--- config.mk ---
export PLATFORM = sky130hd
export DESIGN_NAME = adder_tree_loader
export DESIGN_NICKNAME = d
export VERILOG_FILES = /design/src/rtl/adder_tree_pkg.sv /design/src/rtl/adder_tree_loader.sv
export SDC_FILE = /design/constraint.sdc
export NUM_CORES = 1
export LEC_CHECK = 0
export ABC_AREA = 1
export BUFFER_PORTS_ARGS = -buffer_cell sky130_fd_sc_hd__buf_2
export CORE_UTILIZATION = 25
export DETAILED_ROUTE_END_ITERATION = 16
export SETUP_SLACK_MARGIN = 0.2
export SLEW_MARGIN = 20
export SYNTH_ARGS = -nofsm -noshare
export SYNTH_HDL_FRONTEND = slang
export SYNTH_SLANG_ARGS = --single-unit
--- constraint.sdc ---
create_clock -name clk -period 2.6 [get_ports clk]
set_input_delay 0.13 -clock clk [delete_from_list [all_inputs] [get_ports clk]]
set_output_delay 0.13 -clock clk [all_outputs]
set_load 0.1 [all_outputs]
--- src/rtl/adder_tree_pkg.sv ---
// Shared types and constants for the 8-lane adder tree.
// Used by the serial operand loader / result collector.
package adder_tree_pkg;

  localparam int TREE_LANES = 8;
  localparam int SUM_EXTRA  = 3;

  typedef enum logic [1:0] {
    FILL,
    LAUNCH,
    WAIT,
    HOLD
  } state_t;

endpackage

--- src/rtl/adder_tree_loader.sv ---
// Serial operand loader and sum collector for the 8-lane adder tree.
// Define ADDER_TREE_LOADER_FLUSH_EN to add in_last for short groups.
module adder_tree_loader
  import adder_tree_pkg::*;
#(
  parameter int WIDTH    = 23,
  parameter int LANES    = 8,
  parameter int TREE_LAT = 2
) (
  input  logic                       clk,
  input  logic                       rst_n,
  input  logic                       in_valid,
  output logic                       in_ready,
  input  logic [WIDTH-1:0]           in_data,
`ifdef ADDER_TREE_LOADER_FLUSH_EN
  input  logic                       in_last,
`endif
  output logic [LANES*WIDTH-1:0]     ops,
  input  logic [WIDTH+SUM_EXTRA-1:0] tree_sum,
  output logic                       out_valid,
  input  logic                       out_ready,
  output logic [WIDTH+SUM_EXTRA-1:0] out_sum
);

  localparam int SW = WIDTH + SUM_EXTRA;

  if (LANES != TREE_LANES) begin : g_bad_lanes
    $error("adder_tree_loader: LANES must be 8");
  end

  state_t state;
  state_t state_nx;

  logic [2:0]                   cnt;
  logic [7:0]                   wcnt;
  logic [LANES-1:0][WIDTH-1:0]  lanes;
  logic                         hs;
  logic                         last_op;
  logic                         tree_done;
  logic                         out_hs;

  assign ops    = lanes;
  assign hs     = in_valid && in_ready;
  assign out_hs = out_valid && out_ready;

`ifdef ADDER_TREE_LOADER_FLUSH_EN
  assign last_op = hs && ((cnt == 3'd7) || in_last);
`else
  assign last_op = hs && (cnt == 3'd7);
`endif

  assign tree_done = (state == WAIT) &&
                     (wcnt == 8'(TREE_LAT - 1));

  // State register.
  always_ff @(posedge clk or negedge rst_n) begin
    if (!rst_n) state <= FILL;
    else        state <= state_nx;
  end

  // Next-state: fill, launch, wait out the tree, hold result.
  always_comb begin
    state_nx = state;
    unique case (state)
      FILL:    if (last_op)   state_nx = LAUNCH;
      LAUNCH:                 state_nx = WAIT;
      WAIT:    if (tree_done) state_nx = HOLD;
      HOLD:    if (out_ready) state_nx = FILL;
      default:                state_nx = FILL;
    endcase
  end

  // Handshake outputs; ready is held low while in reset.
  always_comb begin
    in_ready  = 1'b0;
    out_valid = 1'b0;
    unique case (1'b1)
      (state == FILL): in_ready  = rst_n;
      (state == HOLD): out_valid = 1'b1;
      default: ;
    endcase
  end

  // Lane registers and fill counter; cleared when result leaves.
  always_ff @(posedge clk or negedge rst_n) begin
    if (!rst_n) begin
      lanes <= '0;
      cnt   <= '0;
    end else if (hs) begin
      lanes[cnt] <= in_data;
      cnt        <= cnt + 3'd1;
    end else if (out_hs) begin
      lanes <= '0;
      cnt   <= '0;
    end
  end

  // Tree latency counter, restarted at launch.
  always_ff @(posedge clk or negedge rst_n) begin
    if (!rst_n)                wcnt <= '0;
    else if (state == LAUNCH)  wcnt <= '0;
    else if (state == WAIT)    wcnt <= wcnt + 8'd1;
  end

  // Capture the tree sum once its pipeline has settled.
  always_ff @(posedge clk or negedge rst_n) begin
    if (!rst_n)         out_sum <= '0;
    else if (tree_done) out_sum <= tree_sum[SW-1:0];
  end

endmodule

; Yosys cells after proc, flatten, opt, wreduce, memory -nomap -nowiden
; Cells that the tools add are included.
[word_totals]
ff_bits = 223
inputBits = 53
output_inout_bits = 212
elab_cells = 48
[classes]
add_sub_neg = 2
order_cmp = 2
eq_ne = 8
muxes = 15
n_reduce_logical = 9
[op_table]
columns = cell, n
row1 = $mux W184, 2
row2 = $bwmux W184, 1
row3 = $demux W23 S3, 1
row4 = $mux W23, 1
row5 = $mux W8, 2
row6 = $add A8 B1 Y8 const B, 1
row7 = $eq A8 B1 Y1 const B, 1
row8 = $pmux W2 S4, 1
row9 = $mux W2, 3
row10 = $mux W3, 2
row11 = $ne A2 B2 Y1 const B, 3
row12 = $logic_and A1 B1 Y1, 5
row13 = $eq A2 B2 Y1 const B, 2
row14 = $lt A3 B4 Y1 const B, 1
row15 = $reduce_bool A2 Y1, 2
row16 = $add A3 B1 Y3 const B, 1
row17 = $eq A3 B3 Y1 const B, 1
row18 = $ge A3 B1 Y1 const B, 1
row19 = $reduce_and A3 Y1, 1
row20 = $eq A2 B1 Y1 const B, 1
row21 = $logic_not A2 Y1, 1
row22 = $mux W1, 2

; Depth between registers and ports, before layout
; Gate-level depths: netlist of run 1.
[depth]
ltp_word = 6
mapped_depth = 10
mapped_depth_nobuf = 9

; Least setup slack after synthesis of run 1
; OpenSTA, ideal clock, no wires.
[synth_timing]
path_kind = register -> register
from = register state[0]
to = register lanes (netlist bit ops[100])
setup_time_ns = 0.130
arrival_ns = 2.090
required_ns = 2.470
path_slack_ns = 0.379
path_stages_with_launch = 8
n_path_buf = 2
synth_period_minus_slack_ns = 2.221
cell_sequence = dfrtp_1 ha_1 nand3_2 and2_1 buf_2 buf_6 nand2_1 o21ai_1
[synth_between]
elab_chain_len = 4
elab_cells_between_ends = 8
cone_classes = eq/ne (1) / mux (3) / reduce/logical (4)
[synth_rtl]
columns = element, line_no
row1 = "start, declared", adder_tree_loader.sv:31  ; state_t state;
row2 = "start signal, assigned", adder_tree_loader.sv:58  ; else state <= state_nx;
row3 = $eq A2 B2 Y1, adder_tree_loader.sv:79  ; (state == HOLD): out_valid = 1'b1;
row4 = $mux W1, adder_tree_loader.sv:77  ; unique case (1'b1)
row5 = net out_valid, adder_tree_loader.sv:20  ; output logic out_valid,
row6 = $logic_and A1 B1 Y1, adder_tree_loader.sv:44  ; assign out_hs = out_valid && out_ready;
row7 = $reduce_bool A2 Y1 (no line), n/a
row8 = "end signal, assigned by index", adder_tree_loader.sv:90  ; lanes[cnt] <= in_data;
row9 = "end, declared", adder_tree_loader.sv:36  ; logic [LANES-1:0][WIDTH-1:0] lanes;
; The timed path passes the listed nets, and every way through them passes these cells.
; A chain may end at the register's enable or synchronous reset.

; Final worst setup path of run 1
[layout_timing]
from = register state[0]
to = output in_ready
[layout_between]
elab_chain_len = 2
[layout_rtl]
columns = element, line_no
row1 = $logic_not A2 Y1, adder_tree_loader.sv:78  ; (state == FILL): in_ready = rst_n;
row2 = $mux W1, adder_tree_loader.sv:77
row3 = "end, declared", adder_tree_loader.sv:13  ; output logic in_ready,
; No other way between the ends.

==> results of run 1 <==
-- cell usage in the layout, fill, tap and decap left out, types with 2 or more instances in the layout --
master and count:
a21oi_1 3, and2_2 3, buf_2 263, buf_4 14, bufinv_16 4, clkbuf_1 2
clkbuf_16 25, clkbuf_8 6, clkinv_2 3, dfrtp_1 223, dlygate4sd3_1 28, ha_1 9
inv_1 43, inv_2 2, nand2_1 247, nand3_1 56, nand3_2 5, nand4_1 2
nor2_1 18, nor2_2 2, nor2_4 3, o21ai_0 121, o21ai_1 67, or2_2 2
-- stage by stage --
| step | setup slack (ps) | std cells | util, % |
|---|---|---|---|
| 5_1_grt | 233 | 1609 | 34.2 |
| 3_3_place_gp | 277 | 1539 | 30.7 |
| 6_report | 432 | 1610 | 34.2 |
| 4_1_cts | 201 | 1609 | 34.1 |
| 3_5_place_dp | 205 | 1539 | 30.7 |
| 2_1_floorplan | 379 | 857 | - |
-- kinds of logic after synthesis --
logic type	Yosys count
AND/OR/NAND/NOR	340
flip-flops	223
AO/OA/AOI/OAI	193
buffers and inverters	91
adder cells (fa/ha/maj)	9
XOR/XNOR	1
-- routing by layer --
layer | GRT usage (%) | vias to the layer above
met5 | 0 | -
met4 | 5.72 | 0
met3 | 4.02 | 51
met2 | 25.8 | 271
met1 | 20.5 | 3517
li1 | - | 3367
-- registers in the layout, summed over array words and instances (netlist names) --
register  cells
ops         184
out_sum      26
wcnt          8
cnt           3
state         2
-- area by class of cell --
cell class / count / area [sq um] / share of cell area (%)
sequential: 223 / 5580 / 48.7
multi-input combinational: 543 / 2520 / 22.0
timing repair buffer: 307 / 1740 / 15.2
clock buffer: 33 / 716 / 6.25
tap: 448 / 561 / 4.89
inverter: 46 / 173 / 1.51
clock inverter: 9 / 164 / 1.43
antenna: 1 / 2.50 / 0.0218
-- repair_timing --
item | 4_1_cts | 5_1_grt
gates resized for setup | 1 | 4
cloned | 0 | 0
hold endpoints to repair | 198 | 0
setup endpoints to repair | 11 | 80
hold buffers | 28 | 0
-- worst max path at each step --
stage	end	startpoint	slack, ps	depth (start not counted)
finish	in_ready	state[0]	430	5
global route	ops[28]	state[0]	230	6
CTS	ops[164]	state[0]	200	8
detailed placement	ops[142]	state[0]	200	8
global placement	ops[151]	state[0]	280	8
floorplan	ops[100]	state[0]	380	7
-- worst max-delay path: stages, from the launching register on --
cell	delay, ps
dfrtp_1	410
inv_1	120
ha_1	230
nand2_1	160
inv_1	150
buf_2	440
==> results.sh, run 1 <==
export IMPL_dr_pass1_iters=4
export IMPL_reg2regPathDepth=6
export IMPL_rows=67
export IMPL_hp_start="in_valid"
export IMPL_dieArea_sq_mm=0.0348
export IMPL_stdcell_area_sq_mm=0.0115
export IMPL_clkTransAtPathRegs_ps=60
export IMPL_ant_nets=0
export IMPL_wl_met2_mm=12.8
export IMPL_async_reset_ff_share_pct=100
export IMPL_reg2reg_to="ops[28]"
export IMPL_tns_ps=0
export IMPL_relSlewSlack_pct=37.2
export IMPL_holdWs_ps=24.2
export IMPL_area_growth_pct=34.7
export IMPL_yosysSeqAreaShare_pct=65.6
export IMPL_vias_per_cell=4.48
export IMPL_route_detailed_drc=0
export IMPL_hold_class="in -> reg"
export IMPL_cts_setup_buffers=0
export IMPL_grt_start_max_net_pins=172
export IMPL_finalWirelength_mm=27.7
export IMPL_synth_edf_count=0
export IMPL_skew_ps=15.0
export IMPL_slew_violations=0
export IMPL_ioPinCount=265
export IMPL_ys_top_cells_by_area="dfrtp_1 66%, nand2_1 11%, o21ai_0 7.1%, o21ai_1 3.9%, nand3_1 3.3%"
export IMPL_synth_most_common_cell="nand2_1"
export IMPL_grt_ovfl_total=0
export IMPL_critPathKind="reg -> out"
export IMPL_worstMarginPinSlew_ps=942
export IMPL_clockRootBuffer="clkbuf_16"
export IMPL_yosysTopAreaCell="dfrtp_1"
export IMPL_die_x_um=186
export IMPL_yosys_top_cells_count="247 x nand2_1, 223 x dfrtp_1, 121 x o21ai_0"
export IMPL_fin_crit_sh_pct=83.4
export IMPL_cts_tree="done"
export IMPL_dp_final_hpwl_mm=19.1
export IMPL_synth_xor_area_share_pct=0.103
export IMPL_rsz0062_at_grt="no"
export IMPL_antenna_found_initial=2
export IMPL_synth_nets=919
export IMPL_port_buffers=264
export IMPL_synth_compound_area_share_pct=11.4
export IMPL_gp_congestion=0.799
export IMPL_synth_warnings=0
export IMPL_postSynthCellCount=857
export IMPL_postPlaceCellArea_sq_mm=0.0103
export IMPL_chipHeight_um=186
export IMPL_wl_met3_mm=2.04
export IMPL_top_layer="met4"
export IMPL_hold_viol=0
export IMPL_clock_sinks=223
export IMPL_synth_top_area_share_pct=65.6
export IMPL_max_cap_violations=0
export IMPL_synth_main_ff_cell="dfrtp_1"
export IMPL_grt_usage_pct=15.9
export IMPL_num_vias=7206
export IMPL_start_kind="register"
export IMPL_drive_above_1_share_pct=29.0
export IMPL_period_needed_ps=2170
export IMPL_synthAdderAreaFrac_pct=1.32
export IMPL_synth_simple_area_share_pct=16.7
export IMPL_syn_area_sq_mm=0.00850
export IMPL_post_synth_num_cell_types=27
export IMPL_required_ps=2470
export IMPL_cts_path_max_buffers=3
export IMPL_worstSkewPairLatency_ps=530
export IMPL_initial_core_util_pct=25.4
export IMPL_end_kind="primary output"
export IMPL_wl_met1_mm=11.9
export IMPL_fillers=3451
export IMPL_arrival_ps=2040
export IMPL_max_freq_mhz=461
export IMPL_r2r_start="state[0]"
export IMPL_hold_depth=5
export IMPL_drtIter0Drc=350
export IMPL_synth_seq_cells=223
export IMPL_cts_buffers_inserted=25
export IMPL_grt_pass1_wl_mm=43.2
export IMPL_htreeDepth=1
export IMPL_grt_pass1_vias=7294
export IMPL_fin_nets=1208
export IMPL_rrSetupSlack_ps=450
export IMPL_status="finished, final reports clean"
export IMPL_synth_top_family_by_area="simple AND/OR/NAND/NOR gates"
export IMPL_synth_area_mux_share_pct=0
export IMPL_setup_viol=0
export IMPL_wl_per_cell_um=17.2
export IMPL_synth_area_per_cell_sq_um=9.92
export IMPL_critPathMaxFanout=4
export IMPL_core_area_sq_mm=0.0335
export IMPL_hold_path_end="cnt[1]"
Power of run 1 is left out: the tool's default activity adds up to more than one toggle a clock period on the data nets, which glitch-free logic cannot reach.
==> run 2: changes to the inputs <==
--- a/config.mk
+++ b/config.mk
@@ -5,7 +5,7 @@
 export SDC_FILE = /design/constraint.sdc
 export NUM_CORES = 1
 export LEC_CHECK = 0
-export ABC_AREA = 1
+export ABC_AREA = 0
 export BUFFER_PORTS_ARGS = -buffer_cell sky130_fd_sc_hd__buf_2
 export CORE_UTILIZATION = 25
 export DETAILED_ROUTE_END_ITERATION = 16
==> constraint.sdc (replaced) <==
create_clock -name clk -period 1.9 [get_ports clk]
set_input_delay 0.095 -clock clk [delete_from_list [all_inputs] [get_ports clk]]
set_output_delay 0.095 -clock clk [all_outputs]
set_load 0.1 [all_outputs]
==> run 2 against run 1 <==
Hold slack got worse by 10 ps. Critical path depth up 1. First-iteration DRC count fell by 13%. Global-route usage is 0.57 points lower. Via count is 2.9% higher. Highest routed layer unchanged. Register-to-register slack lost 220 ps.
==> results.sh, run 2 <==
export IMPL_postSynthCellCount=786
export IMPL_hp_start="in_data[13]"
export IMPL_synth_most_common_cell="dfrtp_1"
export IMPL_drive_above_1_share_pct=35.4
export IMPL_fillers=3780
export IMPL_synth_area_per_cell_sq_um=12.3
export IMPL_cts_buffers_inserted=28
export IMPL_rsz0062_at_grt="yes"
export IMPL_wl_per_cell_um=19.5
export IMPL_num_vias=7415
export IMPL_post_synth_num_cell_types=40
export IMPL_clock_sinks=223
export IMPL_synth_nets=848
export IMPL_dieArea_sq_mm=0.0396
export IMPL_ys_top_cells_by_area="dfrtp_1 58%, mux2i_1 19%, o21ai_0 9.9%, mux2_2 2.6%, clkbuf_1 1.3%"
export IMPL_seq_power_share_pct=27.6
export IMPL_synth_main_ff_cell="dfrtp_1"
export IMPL_synth_edf_count=0
export IMPL_power_density_mw_per_mm2=1710
export IMPL_skew_ps=12.2
export IMPL_largest_register_ff_count=184
export IMPL_synth_compound_area_share_pct=11.0
export IMPL_required_ps=2300
export IMPL_vdd_ir_drop_worst_uv=1000
export IMPL_clkPwrFrac_pct=25.0
export IMPL_r2r_start="state[1]"
export IMPL_worstSkewPairLatency_ps=550
export IMPL_async_reset_ff_share_pct=100
export IMPL_ant_nets=0
export IMPL_hold_viol=0
export IMPL_p_switching_w=0.0114
export IMPL_grt_ovfl_total=0
export IMPL_yosys_top_cells_count="223 x dfrtp_1, 192 x o21ai_0, 186 x mux2i_1"
export IMPL_port_buffers=264
export IMPL_cp_startpoint="state[1]"
export IMPL_area_growth_pct=36.9
export IMPL_yosysTopAreaCell="dfrtp_1"
export IMPL_dp_cells=1526
export IMPL_route_detailed_drc=0
export IMPL_dr_pass1_iters=4
export IMPL_dp_final_hpwl_mm=19.8
export IMPL_synth_simple_area_share_pct=2.81
export IMPL_most_common_layout_cells="261 x buf_2, 223 x dfrtp_1, 187 x o21ai_0"
export IMPL_combPwrFrac_pct=47.4
export IMPL_end_kind="register"
export IMPL_arrival_ps=2070
export IMPL_grt_pass1_vias=7421
export IMPL_initial_core_util_pct=25.6
export IMPL_p_sw_share_pct=50.2
export IMPL_status="finished, final reports clean"
export IMPL_antenna_found_initial=0
export IMPL_drtIter0Drc=305
export IMPL_chipHeight_um=199
export IMPL_ioPinCount=265
export IMPL_max_cap_violations=0
export IMPL_hold_class="in -> reg"
export IMPL_cts_tree="done"
export IMPL_tns_ps=0
export IMPL_critPathMaxFanout=12
export IMPL_clockRootBuffer="clkbuf_16"
export IMPL_p_leak_nw=6.64
export IMPL_setup_viol=0
export IMPL_critPathKind="reg -> reg"
export IMPL_relSlewSlack_pct=51.3
export IMPL_synth_seq_cells=223
export IMPL_synthAdderAreaFrac_pct=1.16
export IMPL_period_needed_ps=1670
export IMPL_synth_top_family_by_area="multiplexers"
export IMPL_gp_congestion=0.752
export IMPL_htreeDepth=1
export IMPL_grt_start_max_net_pins=114
export IMPL_clkTransAtPathRegs_ps=60
export IMPL_grt_pass1_wl_mm=45.9
export IMPL_fin_crit_sh_pct=87.9
export IMPL_start_kind="register"
export IMPL_final_common_cell="buf_2"
export IMPL_die_x_um=199
export IMPL_grt_usage_pct=15.3
export IMPL_synth_warnings=0
export IMPL_power_w=0.0227
export IMPL_slew_violations=0
export IMPL_yosysSeqAreaShare_pct=57.5
export IMPL_instances_no_fill=1617
export IMPL_worstMarginPinSlew_ps=730
export IMPL_synth_top_area_share_pct=57.5
export IMPL_vias_per_cell=4.59
export IMPL_syn_area_sq_mm=0.00970
export IMPL_fin_nets=1148
export IMPL_synth_area_mux_share_pct=22.2
export IMPL_intPower_w=0.0113
export IMPL_finalWirelength_mm=31.6
export IMPL_cts_path_max_buffers=3
export IMPL_rows=71
export IMPL_max_freq_mhz=598
export IMPL_synth_xor_area_share_pct=0.0903
export IMPL_antennaDiodeCount=0
export IMPL_core_area_sq_mm=0.0379
## run 2: kinds of logic (layout without fill, tap and decap cells)
kind of cell | after synthesis | after routing
adder cells (fa/ha/maj) | 9 | 9
XOR/XNOR | 1 | 1
flip-flops | 223 | 223
multiplexers | 212 | 212
buffers and inverters | 93 | 413
AND/OR/NAND/NOR | 42 | 42
AO/OA/AOI/OAI | 206 | 206
## run 2: worst max-delay path, stage by stage, from the launching register on
cell and delay [ps]:
dfrtp_1 390, inv_2 80, ha_4 170, nand2_2 80, or4_4 480, buf_12 190, mux2i_1 120
## run 2: what timing repair did
action                                  CTS  global route
buffers inserted                          1             7
resized for setup                        11            12
endpoints found under the hold margin   255             0
hold buffers                             30             0
endpoints found under the setup margin   52           162
gates cloned                              1             2
pin swaps                                 0             5
## run 2: power groups by stage
stage	clock, W	combinational (W)	sequential (W)
floorplan	0	0.00220	0.0126
global placement	0	0.0105	0.00630
detailed placement	0	0.0106	0.00632
CTS	0.00585	0.0107	0.00626
global route	0.00604	0.0112	0.00638
finish	0.00569	0.0108	0.00626
## run 2: per-layer routing
| metal | GRT usage, % | vias up | wire [um] |
|---|---|---|---|
| met5 | 0 | - | 0 |
| met4 | 5.10 | 0 | 797 |
| met1 | 19.9 | 3769 | 13800 |
| li1 | - | 3384 | - |
| met2 | 25.2 | 219 | 15200 |
| met3 | 3.36 | 43 | 1810 |
## run 2: final timing paths
path	cells after the start	to	slack, ps
setup / recovery	6	ops[96]	230
hold / removal	3	ops[174]	10
setup reg to reg	6	ops[96]	230
hold reg to reg	1	out_sum[8]	500
max in group asynchronous	3	ops[118]	710
min in group asynchronous	2	cnt[1]	80
## run 2: stage by stage
stage               area (sq um)  setup slack, ps  hold slack (ps)  util [%]
floorplan                   9740              207             -201         -
global placement           11800              108            -84.9      31.0
detailed placement         11800             65.4            -84.6      31.0
CTS                        13100              138             1.15      34.6
global route               13300              156             3.35      35.0
finish                     13300              229             14.0      35.0
## run 2: area by class of cell
class	count	area, sq um	area share, %
sequential	223	5580	42.0
multi-input combinational	470	3720	28.0
timing repair buffer	333	2240	16.9
clock buffer	40	807	6.08
tap	511	639	4.82
clock inverter	10	178	1.34
inverter	30	113	0.848
(Power assumes the default switching activity.)
==> run 3: changes to the inputs <==
--- a/config.mk
+++ b/config.mk
@@ -9,7 +9,7 @@
 export BUFFER_PORTS_ARGS = -buffer_cell sky130_fd_sc_hd__buf_2
 export CORE_UTILIZATION = 25
 export DETAILED_ROUTE_END_ITERATION = 16
-export SETUP_SLACK_MARGIN = 0.2
+export SETUP_SLACK_MARGIN = 0.4
 export SLEW_MARGIN = 20
 export SYNTH_ARGS = -nofsm -noshare
 export SYNTH_HDL_FRONTEND = slang
==> run 3 against run 2 <==
The run now ends with negative hold slack left. Clock power is 7.2% lower. Sequential share of layout area is 4.8 points lower. Final cell count is 5.1% higher. Largest power group unchanged. Total power is 8.4% higher. Critical path depth is 2 lower. Highest routed layer is now met5. Critical endpoint is now out_valid. Utilization is 4.5 points higher. Non-clock buffer count is 78 higher. Maximum frequency is 1.5% lower. First-iteration DRC count is 11% lower.
==> results.sh, run 3 (synthesized netlist as in run 2, its figures left out) <==
export IMPL_antenna_found_initial=2
export IMPL_grt_usage_pct=17.8
export IMPL_max_freq_mhz=590
export IMPL_p_sw_share_pct=50.4
export IMPL_p_switching_w=0.0124
export IMPL_rsz0062_at_grt="yes"
export IMPL_ioPinCount=265
export IMPL_holdWs_ps=-615
export IMPL_dp_final_hpwl_mm=20.2
export IMPL_worstSkewPairLatency_ps=560
export IMPL_status="finished with violations"
export IMPL_skew_ps=17.9
export IMPL_relSlewSlack_pct=54.1
export IMPL_power_density_mw_per_mm2=1640
export IMPL_gp_congestion=0.746
export IMPL_chipHeight_um=199
export IMPL_max_cap_violations=0
export IMPL_dieArea_sq_mm=0.0396
export IMPL_drtIter0Drc=271
export IMPL_fin_crit_sh_pct=89.3
export IMPL_critPathKind="reg -> out"
export IMPL_wl_per_cell_um=21.5
export IMPL_reg2regPathDepth=6
export IMPL_antennaDiodeCount=0
export IMPL_die_x_um=199
export IMPL_required_ps=1800
export IMPL_clock_sinks=223
export IMPL_area_growth_pct=54.6
export IMPL_grt_pass1_wl_mm=52.3
export IMPL_initial_core_util_pct=25.6
export IMPL_slew_violations=0
export IMPL_grt_start_max_net_pins=115
export IMPL_clkPwrFrac_pct=21.5
export IMPL_arrival_ps=1600
export IMPL_vias_per_cell=4.72
export IMPL_clkTransAtPathRegs_ps=60
export IMPL_grt_pass1_vias=8090
export IMPL_setup_viol=0
export IMPL_setup_slack_ps=204
export IMPL_p_leak_nw=7.29
export IMPL_place_ws_ps=37.7
export IMPL_critPathMaxFanout=6
export IMPL_tns_ps=0
export IMPL_hold_class="in -> async"
export IMPL_most_common_layout_cells="228 x buf_2, 222 x dfrtp_1, 183 x mux2i_1"
export IMPL_stdcell_area_sq_mm=0.0150
export IMPL_drive_above_1_share_pct=45.9
export IMPL_rows=71
export IMPL_hold_viol=52
export IMPL_core_area_sq_mm=0.0379
export IMPL_cts_tree="done"
export IMPL_htreeDepth=1
export IMPL_cts_path_max_buffers=3
export IMPL_route_detailed_drc=0
export IMPL_clockRootBuffer="clkbuf_16"
export IMPL_start_kind="register"
export IMPL_end_kind="primary output"
export IMPL_fin_nets=1230
export IMPL_ant_nets=0
export IMPL_grt_ovfl_total=0
export IMPL_seq_power_share_pct=25.8
export IMPL_cts_buffers_inserted=27
export IMPL_finalWirelength_mm=36.6
export IMPL_dr_pass1_iters=5
export IMPL_postPlaceCellArea_sq_mm=0.0118
export IMPL_final_common_cell="buf_2"
export IMPL_combPwrFrac_pct=52.7
export IMPL_largest_register_ff_count=184
export IMPL_postCtsHoldBufs=37
export IMPL_num_vias=8024
export IMPL_intPower_w=0.0122
export IMPL_port_buffers=264
export IMPL_worstMarginPinSlew_ps=688
export IMPL_period_needed_ps=1700
export IMPL_violations="negative hold slack"
export IMPL_vdd_ir_drop_worst_uv=1920
run 3: layout make-up:
cell class              count  area (sq um)
repair buffers            411          3610
inverters                  30           113
well taps                 511           639
clock buffers              38           787
fillers                  3604         22900
clock inverters            12           128
multi-input cells         475          4140
flip-flops and latches    223          5580
run 3: per-layer routing:
layer	up-vias	global-route usage, %	wire (um)
met5	-	0	13
met4	2	3.87	668
met3	42	4.75	2720
met2	284	29.3	17500
met1	4107	23.3	15700
li1	3589	-	-
run 3: stage by stage:
stage,power (W),cells,util [%]
floorplan,0.0151,786,-
global placement,0.0169,1538,31.2
detailed placement,0.0170,1538,31.2
CTS,0.0239,1678,38.0
global route,0.0255,1700,39.5
finish,0.0246,1700,39.5
run 3: final timing paths:
path                          endpoint        start  slack, ps
setup / recovery             out_valid     state[1]        200
hold / removal                 ops[92]        rst_n       -610
setup reg to reg           out_sum[13]      wcnt[0]        200
hold reg to reg             out_sum[6]   out_sum[6]        500
max in group asynchronous      ops[66]        rst_n        830
min in group clk               ops[89]  in_data[20]         20
run 3: power groups by stage:
stage               Clock [W]  Combinational (W)  Sequential [W]
floorplan                   0            0.00248          0.0126
global placement            0             0.0106         0.00629
detailed placement          0             0.0107         0.00633
CTS                   0.00541             0.0122         0.00630
global route          0.00560             0.0134         0.00646
finish                0.00528             0.0130         0.00635
run 3: timing repair:
action / 4_1_cts / 5_1_grt
endpoints found under the hold margin: 144 / 52
gates cloned: 23 / 8
setup buffers: 30 / 14
gates resized for setup: 134 / 93
pin swaps: 33 / 28
setup endpoints to repair: 227 / 249
run 3: critical path, cell delays in order, from the launching register on:
cell     delay, ps
dfrtp_1        390
buf_4          140
buf_6          120
ha_4           210
buf_12         180
